**config.mk**
```make
export PLATFORM = sky130hd
export DESIGN_NAME = decode_ctrl_stage_flat
export DESIGN_NICKNAME = d
export VERILOG_FILES = /design/src/rtl/decode_ctrl_if.sv /design/src/rtl/decode_ctrl_stage.sv /design/src/flat_wrapper.sv
export SDC_FILE = /design/constraint.sdc
export NUM_CORES = 1
export LEC_CHECK = 0
export CORE_MARGIN = 2
export CORE_UTILIZATION = 49
export CTS_BUF_LIST = sky130_fd_sc_hd__clkbuf_2 sky130_fd_sc_hd__clkbuf_4 sky130_fd_sc_hd__clkbuf_8
export CTS_CLUSTER_SIZE = 40
export DETAILED_ROUTE_END_ITERATION = 7
export PLACE_DENSITY = 0.84
export SLEW_MARGIN = 40
export SYNTH_ARGS = -nofsm -noshare
export SYNTH_HDL_FRONTEND = slang
export SYNTH_SLANG_ARGS = --single-unit
```
**constraint.sdc**
```tcl
create_clock -name clk -period 3.2 [get_ports clk]
set_clock_uncertainty 0.1 [all_clocks]
set_input_delay 0.32 -clock clk [delete_from_list [all_inputs] [get_ports clk]]
set_output_delay 0.32 -clock clk [all_outputs]
set_load 0.01 [all_outputs]
```
**src/rtl/decode_ctrl_if.sv**
```systemverilog
// Handshake and decoded-control bundle between IF and ID/EX for the decode stage.
// master = upstream/downstream environment view, slave = decode stage view.
interface decode_ctrl_if #(
  parameter int PC_W = 32
);
  logic            flush;
  logic            in_valid;
  logic            in_ready;
  logic [31:0]     in_inst;
  logic [PC_W-1:0] in_pc;
  logic            out_valid;
  logic            out_ready;
  logic [31:0]     out_inst;
  logic [PC_W-1:0] out_pc;
  logic            memtoreg, memwrite, branch, alusrc, regdst, regwrite, jump;
  logic            jal, jr, bal, memen, hilowrite, cp0write;
  logic [3:0]      aluop;
  logic            exc_syscall, exc_break, exc_eret, exc_ri;
  logic            in_delay_slot;

  modport master (
    output flush, in_valid, in_inst, in_pc, out_ready,
    input  in_ready, out_valid, out_inst, out_pc,
    input  memtoreg, memwrite, branch, alusrc, regdst, regwrite, jump,
    input  jal, jr, bal, memen, hilowrite, cp0write, aluop,
    input  exc_syscall, exc_break, exc_eret, exc_ri, in_delay_slot
  );

  modport slave (
    input  flush, in_valid, in_inst, in_pc, out_ready,
    output in_ready, out_valid, out_inst, out_pc,
    output memtoreg, memwrite, branch, alusrc, regdst, regwrite, jump,
    output jal, jr, bal, memen, hilowrite, cp0write, aluop,
    output exc_syscall, exc_break, exc_eret, exc_ri, in_delay_slot
  );
endinterface

```
**src/rtl/decode_ctrl_stage.sv**
```systemverilog
// Registered MIPS main decoder: decodes on accept, buffers results in a 2-entry skid FIFO.
// Latency 1 cycle into an empty FIFO; in_ready drops when both entries are full or on flush/reset.
module decode_ctrl_stage #(
  parameter int PC_W          = 32,
  parameter int ENABLE_MULDIV = 1,
  parameter int ENABLE_CP0    = 1
) (
  input logic          clk,
  input logic          rst,
  decode_ctrl_if.slave bus
);

  typedef struct packed {
    logic       memtoreg;
    logic       memwrite;
    logic       branch;
    logic       alusrc;
    logic       regdst;
    logic       regwrite;
    logic       jump;
    logic       jal;
    logic       jr;
    logic       bal;
    logic       memen;
    logic       hilowrite;
    logic       cp0write;
    logic [3:0] aluop;
    logic       exc_syscall;
    logic       exc_break;
    logic       exc_eret;
    logic       exc_ri;
  } dec_t;

  typedef struct packed {
    logic [31:0]     inst;
    logic [PC_W-1:0] pc;
    dec_t            dec;
    logic            ds;
  } entry_t;

  logic [5:0] op;
  logic [5:0] fn;
  logic [4:0] rs;
  logic [4:0] rt;
  dec_t       dec;

  assign op = bus.in_inst[31:26];
  assign rs = bus.in_inst[25:21];
  assign rt = bus.in_inst[20:16];
  assign fn = bus.in_inst[5:0];

  always_comb begin
    dec = '0;
    case (op)
      6'b000000: begin
        if (bus.in_inst != 32'd0) begin
          case (fn)
            6'h00, 6'h02, 6'h03, 6'h04, 6'h06, 6'h07,
            6'h20, 6'h21, 6'h22, 6'h23, 6'h24, 6'h25, 6'h26, 6'h27,
            6'h2a, 6'h2b: begin
              dec.regdst   = 1'b1;
              dec.regwrite = 1'b1;
              dec.aluop    = 4'b1000;
            end
            6'h08: begin
              dec.jump  = 1'b1;
              dec.jr    = 1'b1;
              dec.aluop = 4'b0100;
            end
            6'h09: begin
              dec.regdst   = 1'b1;
              dec.regwrite = 1'b1;
              dec.jr       = 1'b1;
              dec.aluop    = 4'b0100;
            end
            6'h0c: dec.exc_syscall = 1'b1;
            6'h0d: dec.exc_break   = 1'b1;
            // mfhi/mflo write the GPR file, the rest of the HI/LO group writes HI/LO
            6'h10, 6'h12: begin
              if (ENABLE_MULDIV != 0) begin
                dec.regdst   = 1'b1;
                dec.regwrite = 1'b1;
                dec.aluop    = 4'b1000;
              end else begin
                dec.exc_ri = 1'b1;
              end
            end
            6'h11, 6'h13, 6'h18, 6'h19, 6'h1a, 6'h1b: begin
              if (ENABLE_MULDIV != 0) begin
                dec.hilowrite = 1'b1;
                dec.aluop     = 4'b1000;
              end else begin
                dec.exc_ri = 1'b1;
              end
            end
            default: dec.exc_ri = 1'b1;
          endcase
        end
      end
      6'b000001: begin
        case (rt)
          5'b00000, 5'b00001: dec.branch = 1'b1;
          5'b10000, 5'b10001: begin
            dec.branch   = 1'b1;
            dec.regwrite = 1'b1;
            dec.bal      = 1'b1;
          end
          default: dec.exc_ri = 1'b1;
        endcase
      end
      6'b000010: begin
        dec.jump  = 1'b1;
        dec.aluop = 4'b0100;
      end
      6'b000011: begin
        dec.regwrite = 1'b1;
        dec.jal      = 1'b1;
        dec.aluop    = 4'b0100;
      end
      6'b000100, 6'b000101, 6'b000110, 6'b000111: dec.branch = 1'b1;
      6'b001000, 6'b001001, 6'b001010, 6'b001011,
      6'b001100, 6'b001101, 6'b001110, 6'b001111: begin
        dec.alusrc   = 1'b1;
        dec.regwrite = 1'b1;
        case (op[2:0])
          3'b000:  dec.aluop = 4'b0100;
          3'b001:  dec.aluop = 4'b0101;
          3'b010:  dec.aluop = 4'b0110;
          3'b011:  dec.aluop = 4'b0111;
          3'b100:  dec.aluop = 4'b0000;
          3'b101:  dec.aluop = 4'b0010;
          3'b110:  dec.aluop = 4'b0001;
          default: dec.aluop = 4'b0011;
        endcase
      end
      6'b100000, 6'b100001, 6'b100011, 6'b100100, 6'b100101: begin
        dec.memtoreg = 1'b1;
        dec.alusrc   = 1'b1;
        dec.regwrite = 1'b1;
        dec.memen    = 1'b1;
        dec.aluop    = 4'b0100;
      end
      6'b101000, 6'b101001, 6'b101011: begin
        dec.memwrite = 1'b1;
        dec.alusrc   = 1'b1;
        dec.memen    = 1'b1;
        dec.aluop    = 4'b0100;
      end
      6'b010000: begin
        if (ENABLE_CP0 == 0) begin
          dec.exc_ri = 1'b1;
        end else if (rs == 5'b00100) begin
          dec.cp0write = 1'b1;
          dec.aluop    = 4'b1010;
        end else if (rs == 5'b00000) begin
          dec.regwrite = 1'b1;
          dec.aluop    = 4'b1001;
        end else if (rs == 5'b10000 && fn == 6'b011000) begin
          dec.exc_eret = 1'b1;
        end else begin
          dec.exc_ri = 1'b1;
        end
      end
      default: dec.exc_ri = 1'b1;
    endcase
  end

  entry_t     mem [2];
  entry_t     head;
  entry_t     wr_entry;
  logic [1:0] count;
  logic       rd_ptr;
  logic       wr_ptr;
  logic       ds_pending;
  logic       push;
  logic       pop;
  logic       is_cf;
  dec_t       head_dec;

  assign bus.in_ready  = !rst && !bus.flush && (count < 2'd2);
  assign bus.out_valid = (count != 2'd0);
  assign push          = bus.in_valid && bus.in_ready;
  assign pop           = bus.out_valid && bus.out_ready;
  assign is_cf         = dec.branch | dec.jump | dec.jr | dec.jal | dec.bal;

  always_comb begin
    wr_entry.inst = bus.in_inst;
    wr_entry.pc   = bus.in_pc;
    wr_entry.dec  = dec;
    wr_entry.ds   = ds_pending;
  end

  always_ff @(posedge clk) begin
    if (rst) begin
      count      <= 2'd0;
      rd_ptr     <= 1'b0;
      wr_ptr     <= 1'b0;
      ds_pending <= 1'b0;
      mem[0]     <= '0;
      mem[1]     <= '0;
    end else if (bus.flush) begin
      count      <= 2'd0;
      rd_ptr     <= 1'b0;
      wr_ptr     <= 1'b0;
      ds_pending <= 1'b0;
    end else begin
      if (push) begin
        mem[wr_ptr] <= wr_entry;
        wr_ptr      <= ~wr_ptr;
        ds_pending  <= is_cf;
      end
      if (pop) begin
        rd_ptr <= ~rd_ptr;
      end
      case ({push, pop})
        2'b10:   count <= count + 2'd1;
        2'b01:   count <= count - 2'd1;
        default: count <= count;
      endcase
    end
  end

  // Every head-derived output reads as zero while the FIFO is empty.
  assign head     = bus.out_valid ? mem[rd_ptr] : '0;
  assign head_dec = head.dec;

  assign bus.out_inst      = head.inst;
  assign bus.out_pc        = head.pc;
  assign bus.in_delay_slot = head.ds;
  assign bus.memtoreg      = head_dec.memtoreg;
  assign bus.memwrite      = head_dec.memwrite;
  assign bus.branch        = head_dec.branch;
  assign bus.alusrc        = head_dec.alusrc;
  assign bus.regdst        = head_dec.regdst;
  assign bus.regwrite      = head_dec.regwrite;
  assign bus.jump          = head_dec.jump;
  assign bus.jal           = head_dec.jal;
  assign bus.jr            = head_dec.jr;
  assign bus.bal           = head_dec.bal;
  assign bus.memen         = head_dec.memen;
  assign bus.hilowrite     = head_dec.hilowrite;
  assign bus.cp0write      = head_dec.cp0write;
  assign bus.aluop         = head_dec.aluop;
  assign bus.exc_syscall   = head_dec.exc_syscall;
  assign bus.exc_break     = head_dec.exc_break;
  assign bus.exc_eret      = head_dec.exc_eret;
  assign bus.exc_ri        = head_dec.exc_ri;

endmodule
```
**src/flat_wrapper.sv**
```systemverilog
// flat-port wrapper written by rule: the top's interface ports become plain ports
module decode_ctrl_stage_flat 
#(
  parameter int PC_W          = 32,
  parameter int ENABLE_MULDIV = 1,
  parameter int ENABLE_CP0    = 1
)
  (clk, rst, bus_flush, bus_in_valid, bus_in_inst, bus_in_pc, bus_out_ready, bus_in_ready, bus_out_valid, bus_out_inst, bus_out_pc, bus_memtoreg, bus_memwrite, bus_branch, bus_alusrc, bus_regdst, bus_regwrite, bus_jump, bus_jal, bus_jr, bus_bal, bus_memen, bus_hilowrite, bus_cp0write, bus_aluop, bus_exc_syscall, bus_exc_break, bus_exc_eret, bus_exc_ri, bus_in_delay_slot);
  decode_ctrl_if #(.PC_W(PC_W)) bus_i ();
  input logic clk;
  input logic rst;
  input wire logic [$bits(bus_i.flush)-1:0] bus_flush;
  input wire logic [$bits(bus_i.in_valid)-1:0] bus_in_valid;
  input wire logic [$bits(bus_i.in_inst)-1:0] bus_in_inst;
  input wire logic [$bits(bus_i.in_pc)-1:0] bus_in_pc;
  input wire logic [$bits(bus_i.out_ready)-1:0] bus_out_ready;
  output wire logic [$bits(bus_i.in_ready)-1:0] bus_in_ready;
  output wire logic [$bits(bus_i.out_valid)-1:0] bus_out_valid;
  output wire logic [$bits(bus_i.out_inst)-1:0] bus_out_inst;
  output wire logic [$bits(bus_i.out_pc)-1:0] bus_out_pc;
  output wire logic [$bits(bus_i.memtoreg)-1:0] bus_memtoreg;
  output wire logic [$bits(bus_i.memwrite)-1:0] bus_memwrite;
  output wire logic [$bits(bus_i.branch)-1:0] bus_branch;
  output wire logic [$bits(bus_i.alusrc)-1:0] bus_alusrc;
  output wire logic [$bits(bus_i.regdst)-1:0] bus_regdst;
  output wire logic [$bits(bus_i.regwrite)-1:0] bus_regwrite;
  output wire logic [$bits(bus_i.jump)-1:0] bus_jump;
  output wire logic [$bits(bus_i.jal)-1:0] bus_jal;
  output wire logic [$bits(bus_i.jr)-1:0] bus_jr;
  output wire logic [$bits(bus_i.bal)-1:0] bus_bal;
  output wire logic [$bits(bus_i.memen)-1:0] bus_memen;
  output wire logic [$bits(bus_i.hilowrite)-1:0] bus_hilowrite;
  output wire logic [$bits(bus_i.cp0write)-1:0] bus_cp0write;
  output wire logic [$bits(bus_i.aluop)-1:0] bus_aluop;
  output wire logic [$bits(bus_i.exc_syscall)-1:0] bus_exc_syscall;
  output wire logic [$bits(bus_i.exc_break)-1:0] bus_exc_break;
  output wire logic [$bits(bus_i.exc_eret)-1:0] bus_exc_eret;
  output wire logic [$bits(bus_i.exc_ri)-1:0] bus_exc_ri;
  output wire logic [$bits(bus_i.in_delay_slot)-1:0] bus_in_delay_slot;
  assign bus_i.flush = bus_flush;
  assign bus_i.in_valid = bus_in_valid;
  assign bus_i.in_inst = bus_in_inst;
  assign bus_i.in_pc = bus_in_pc;
  assign bus_i.out_ready = bus_out_ready;
  assign bus_in_ready = bus_i.in_ready;
  assign bus_out_valid = bus_i.out_valid;
  assign bus_out_inst = bus_i.out_inst;
  assign bus_out_pc = bus_i.out_pc;
  assign bus_memtoreg = bus_i.memtoreg;
  assign bus_memwrite = bus_i.memwrite;
  assign bus_branch = bus_i.branch;
  assign bus_alusrc = bus_i.alusrc;
  assign bus_regdst = bus_i.regdst;
  assign bus_regwrite = bus_i.regwrite;
  assign bus_jump = bus_i.jump;
  assign bus_jal = bus_i.jal;
  assign bus_jr = bus_i.jr;
  assign bus_bal = bus_i.bal;
  assign bus_memen = bus_i.memen;
  assign bus_hilowrite = bus_i.hilowrite;
  assign bus_cp0write = bus_i.cp0write;
  assign bus_aluop = bus_i.aluop;
  assign bus_exc_syscall = bus_i.exc_syscall;
  assign bus_exc_break = bus_i.exc_break;
  assign bus_exc_eret = bus_i.exc_eret;
  assign bus_exc_ri = bus_i.exc_ri;
  assign bus_in_delay_slot = bus_i.in_delay_slot;
  decode_ctrl_stage #(.PC_W(PC_W), .ENABLE_MULDIV(ENABLE_MULDIV), .ENABLE_CP0(ENABLE_CP0)) u_core (.clk(clk), .rst(rst), .bus(bus_i));
endmodule
```
==> impl_results.md, run 1 <==
* Status: finished, final reports clean
* DRC viols at 0
* Count leader, synth: edfxtp_1
* RePlAce Congestion at 0.8421
* Footprint of the multi-input gates at 2909 um2
* FMAX at 0.3676 GHz
* Slew HR at 57.62%
* Top-area cell type share of the netlist area at 61.43%
* Die area at 18,220 um2
* Detailed Place HPWL at 12.97 mm
* Routed Antenna Nets at 0
* Yosys reg bits at 178
* Antenna Cells at 0
* Number of setup violations in the final report at 0
* Leakage power at 3.768 nW
* Number of global-route vias before repair at 5,850
* Post-synth cell types at 43
* Register area share after synthesis at 62.86%
* Worst vdd ir at 254.5 uV
* IO Count at 157
* CTS Buf Count at 17
* Post-CTS Setup Repair Bufs at 0
* Drt first pass iters at 7
* Synth area leaders: edfxtp_1, mux2i_1, nor2_1, and2_1, and3_1
* Final Max Slew Viols at 0
* Startpoint types: flop
* Post-CTS Resized at 0
* Crit. End Element: output port
* Met1 Usage GRT at 28.46%
* Num rows at 47
* Die Span X at 135.0 um
* Worst-margin pin slew at 0.6358 ns
* CTS Root Cell: clkbuf_8
* First-pass GRT wire length at 30.83 mm
* Final WL at 19.97 mm
* Setup TNS at 0 ns
* CTS Sinks at 178
* Crit share post-route at 85.00%
* Core ar. at 16,700 um2
* Avg WL per Cell at 18.63 um
* Synth warnings at 0
* Crit-path max FO at 27
* CP arrival at 2.30 ns
* Mapped Avg Cell Area at 12.03 um2
* Largest net degree at the start of global routing at 87
* GRT met2 Usage at 38.16%
* Setup ws final at 0.4799 ns
* Initial antenna violation count at 0
* Total of max-cap violations at 0
* Sequential cell area at 5290 um2
* Worst min path class: primary input to flop
* CTS Buffer Depth at 2
* Post-CTS Hold Buffers at 0
* First DRT Iteration DRCs at 427
* Initial Util at 50.34%
* CP Class: flop to output port
* Syn_nets at 769
* Vias/cell at 5.507
* CTS H-tree lvls at 4
* Via count at 5,903
* Synth Flop Type: edfxtp_1
* Clock slew at reported path FFs at 0.08 ns
* Most frequent cells after synthesis: edfxtp_1, nor2_1, mux2i_1
* Area grow syn2layout at 26.99%
* Synth area leader: edfxtp_1
* Final hold vios at 0
* RSZ-0062 raised after global routing: no
* Buffers on Ports at 156
* Async S/R FF share, synth at 0%
* Grt ovf at 0
* Layout cells sized above 1 at 7.512%
* GRT Util Overall at 22.32%
* Required @ worst endpoint at 2.78 ns
* Die H at 135.0 um
* Post-synth EDFFs at 172
* Most used routing layer: met2
* Cell Area, Synth at 8408 um2
* CTS tree: done
* Post-Syn Instances at 699
* Fillers at 1,338
* Min Clock Period, post-route at 2.720 ns
* Power density over the cells at 427.6 nW/um2
* Final net count at 910
* Global Route met3 Usage at 4.317%
* Worst-skew pair later-pin latency at 0.46 ns
* Placement Setup Slack at 0.5606 ns
==> worst max-delay path, cell delays in order (launching register included) <==
cell and delay (ns):
dfxtp_4 0.70, buf_4 0.33, mux2i_1 0.25, nor2_1 0.05
clkdlybuf4s50_1 0.49
==> layout make-up <==
cell class	count	share of cell area, %
Sequential cell	178	49.54
Multi-Input combinational cell	460	27.24
Timing Repair Buffer	179	16.94
Tap cell	220	2.578
Clock buffer	18	2.262
Clock inverter	13	1.289
Inverter	4	0.1406
==> per-stage QoR <==
| step | area [um2] | total power [mW] | utilization, % | std cells | hold slack [ns] |
|---|---|---|---|---|---|
| 3_5_place_dp | 10300 | 3.129 | 61.66 | 1041 | 0.4268 |
| 5_1_grt | 10680 | 4.713 | 63.93 | 1072 | 0.4217 |
| 3_3_place_gp | 10300 | 3.119 | 61.66 | 1041 | 0.3890 |
| 2_1_floorplan | 8413 | 2.912 | - | 699 | 0.3708 |
| 4_1_cts | 10680 | 4.582 | 63.93 | 1072 | 0.4170 |
| 6_report | 10680 | 4.566 | 63.93 | 1072 | 0.4359 |
==> per-layer routing <==
layer / vias to the layer above / routed length, um
li1: 2783 / -
met1: 2849 / 8354
met2: 242 / 9856
met3: 29 / 1409
met4: 0 / 346
met5: - / 0
==> power breakdown <==
| group | internal, mW | switching, mW |
|---|---|---|
| Sequential | 2.64 | 0.0278 |
| Clock | 0.696 | 0.794 |
| Combinational | 0.184 | 0.221 |
| Total | 3.52 | 1.04 |
==> path summary, 6_finish.rpt <==
check | from | slack [ns] | to | depth (start not counted)
worst min-delay path | bus_in_pc[9] | 0.44 | u_core.mem[0][31] | 2
worst max register to register | u_core.count[1] | 1.02 | u_core.count[1] | 6
worst min register to register | u_core.rd_ptr | 0.45 | u_core.rd_ptr | 2
worst max-delay path | flop | 0.48 | bus_out_inst[15] | 4
==> state kept, by name, indices dropped and copies added, names as in the netlist, named ones only <==
register           count
u_core.wr_ptr          1
u_core.count           2
u_core.ds_pending      1
u_core.rd_ptr          1
u_core.mem           172
==> cells in the final DEF (no fill, tap or decap), drive strengths merged, types with 2 or more instances in the layout <==
cell type	count
nor3	19
clkinvlp	5
nand2b	7
inv	6
o22a	2
a31oi	2
o21a	3
and3	63
mux2i	87
and2	68
o21ai	8
bufinv	2
nand3	5
a211oi	3
clkdlybuf4s50	156
nand4	3
clkinv	4
clkbuf	18
nor2b	8
or3	2
nor4	6
dfxtp	6
or2	2
o31a	2
nand2	6
nor2	131
a21oi	12
nor3b	2
buf	23
or4	2
xnor2	2
edfxtp	172
nand3b	4
==> kinds of logic after synthesis <==
family | Yosys count | synth area share, %
buffers and inverters | 61 | 2.917
and+or+nand+nor | 330 | 20.36
xor gates and xnor gates | 3 | 0.3126
adders and majority gates | 1 | 0.1488
DFF | 178 | 62.86
AOI/OAI and AO/OA | 39 | 3.051
muxes | 87 | 10.36
No activity file was read; power rests on OpenSTA's default activity.
==> inputs of run 2 (changes only) <==
--- a/config.mk
+++ b/config.mk
@@ -8,9 +8,10 @@
 export CORE_MARGIN = 2
 export CORE_UTILIZATION = 49
 export CTS_BUF_LIST = sky130_fd_sc_hd__clkbuf_2 sky130_fd_sc_hd__clkbuf_4 sky130_fd_sc_hd__clkbuf_8
-export CTS_CLUSTER_SIZE = 40
+export CTS_CLUSTER_SIZE = 24
 export DETAILED_ROUTE_END_ITERATION = 7
 export PLACE_DENSITY = 0.84
+export REMOVE_ABC_BUFFERS = 1
 export SLEW_MARGIN = 40
 export SYNTH_ARGS = -nofsm -noshare
 export SYNTH_HDL_FRONTEND = slang
==> impl_results.md, run 2 (synthesis gave the netlist of run 1 again) <==
* Buffers on Ports at 156
* Startpoint types: flop
* Area grow syn2layout at 26.38%
* Die area at 18,220 um2
* CTS H-tree lvls at 4
* Sw power at 1.007 mW
* Top reg by flops: u_core.mem
* Commonest non-fill, non-tap cell in the layout: edfxtp_1
* Status: finished, final reports clean
* Min-delay src: u_core.ds_pending
* CTS tree: done
* Vias/cell at 5.504
* Setup TNS at 0 ns
* Total of max-cap violations at 0
* Worst vdd ir at 215.9 uV
* Avg WL per Cell at 17.96 um
* Final Max Slew Viols at 0
* Power density over the cells at 417.5 nW/um2
* RR Endpoint: u_core.count[1]
* Die Span X at 135.0 um
* Required @ worst endpoint at 2.78 ns
* Crit-path max FO at 36
* Drt first pass iters at 5
* Worst-skew pair later-pin latency at 0.45 ns
* Post-CTS Resized at 0
* Largest net degree at the start of global routing at 87
* DRC viols at 0
* Die H at 135.0 um
* RePlAce Congestion at 0.8242
* First-pass GRT wire length at 29.62 mm
* Worst min path class: flop to flop
* RSZ-0062 raised after global routing: no
* CP Class: flop to output port
* Post-CTS Hold Buffers at 0
* Leakage power at 3.768 nW
* Placement Setup Slack at 0.5787 ns
* Max reg flops at 172
* Core ar. at 16,700 um2
* Clk network pwr share at 30.8%
* Grt ovf at 0
* CP arrival at 2.33 ns
* Initial antenna violation count at 0
* Antenna Cells at 0
* Total power at 4.437 mW
* Final net count at 912
* Min Clock Period, post-route at 2.747 ns
* Commonest non-fill, non-tap cells in the layout: edfxtp_1, clkdlybuf4s50_1, nor2_1
* Initial Util at 50.34%
* R2r startpoint: u_core.count[1]
* Switching part of the total power at 22.71%
* Reg2reg path depth at 6
* Setup ws final at 0.4530 ns
* Routed Antenna Nets at 0
* CTS Root Cell: clkbuf_8
* Post-route core utilization at 63.63%
* CTS Buffer Depth at 2
* Metal2 WL at 9.720 mm
* Crit share post-route at 85.84%
* DR top layer: met4
* M1 WL at 7.928 mm
* Via count at 5,911
* GRT Util Overall at 21.17%
* WL met3 at 1.212 mm
* R2r setup slk at 0.93 ns
* Detailed Place HPWL at 12.59 mm
* IO Count at 157
* Final WL at 19.29 mm
* Combinational Power Share at 9.0%
* Largest registers: u_core.mem (172), u_core.count (2)
* Final hold vios at 0
* Layout cells sized above 1 at 7.494%
* Internal power at 3.430 mW
* Slew HR at 52.15%
* Worst-margin pin slew at 0.7160 ns
* Share of power burned in registers at 60.2%
* Worst Hold Path Cells at 2
* Min-Delay Endpoint: u_core.ds_pending
* Num rows at 47
* Post-CTS Setup Repair Bufs at 0
* Crit. End Element: output port
* Number of setup violations in the final report at 0
* Number of global-route vias before repair at 5,803
* CTS Buf Count at 17
* CTS Sinks at 178
* First DRT Iteration DRCs at 525
* Clock slew at reported path FFs at 0.08 ns
* FMAX at 0.3640 GHz
-- run 2: worst max path at each step --
stage	startpoint	endpoint	slack, ns	depth (start not counted)
after floorplan	u_core.count[1]	u_core.mem[0][0]	-1.71	4
after global placement	bus_in_inst[25]	u_core.mem[1][1]	0.65	6
after detailed placement	bus_in_inst[25]	u_core.mem[1][1]	0.58	6
after CTS	flop	bus_out_inst[12]	0.41	4
after global routing	u_core.count[1]	bus_exc_ri	0.32	4
final	flop	bus_out_inst[18]	0.45	4
-- run 2: layout make-up --
cell class / count / area, um2
fillers: 1306 / 6075
clock inverters: 13 / 96.34
clock buffers: 18 / 241.5
well taps: 220 / 275.3
inverters: 4 / 15.01
multi-input cells: 460 / 2909
flip-flops and latches: 178 / 5290
repair buffers: 181 / 1799
-- run 2: critical path: stages, from the launching register on --
cell,delay [ns]
dfxtp_4,0.67
buf_12,0.33
mux2i_1,0.11
nor2_1,0.15
clkdlybuf4s50_1,0.56
-- run 2: metal layers --
metal / vias to the layer above / global-route usage [%]
li1: 2785 / -
met3: 34 / 4.505
met2: 222 / 36.29
met1: 2870 / 26.31
met4: 0 / 8.391
met5: - / 0
-- run 2: power by group through the flow --
stage | logic, mW | registers [mW] | clock network (mW)
floorplan | 0.165 | 2.73 | 0
global placement | 0.390 | 2.72 | 0
detailed placement | 0.395 | 2.73 | 0
CTS | 0.397 | 2.67 | 1.39
global route | 0.431 | 2.68 | 1.47
finish | 0.398 | 2.67 | 1.37
-- run 2: metrics by stage --
step | cell area [um2] | instances | hold slack [ns]
floorplan | 8178 | 642 | 0.3708
global placement | 10290 | 1043 | 0.3963
detailed placement | 10290 | 1043 | 0.4155
CTS | 10630 | 1074 | 0.4149
global route | 10630 | 1074 | 0.4368
finish | 10630 | 1074 | 0.4362
==> inputs of run 3 (changes only) <==
--- a/config.mk
+++ b/config.mk
@@ -16,3 +16,4 @@
 export SYNTH_ARGS = -nofsm -noshare
 export SYNTH_HDL_FRONTEND = slang
 export SYNTH_SLANG_ARGS = --single-unit
+export TNS_END_PERCENT = 30
==> results of run 3 <==
No change in the layout: final DEF, timing and power equal those of run 2.
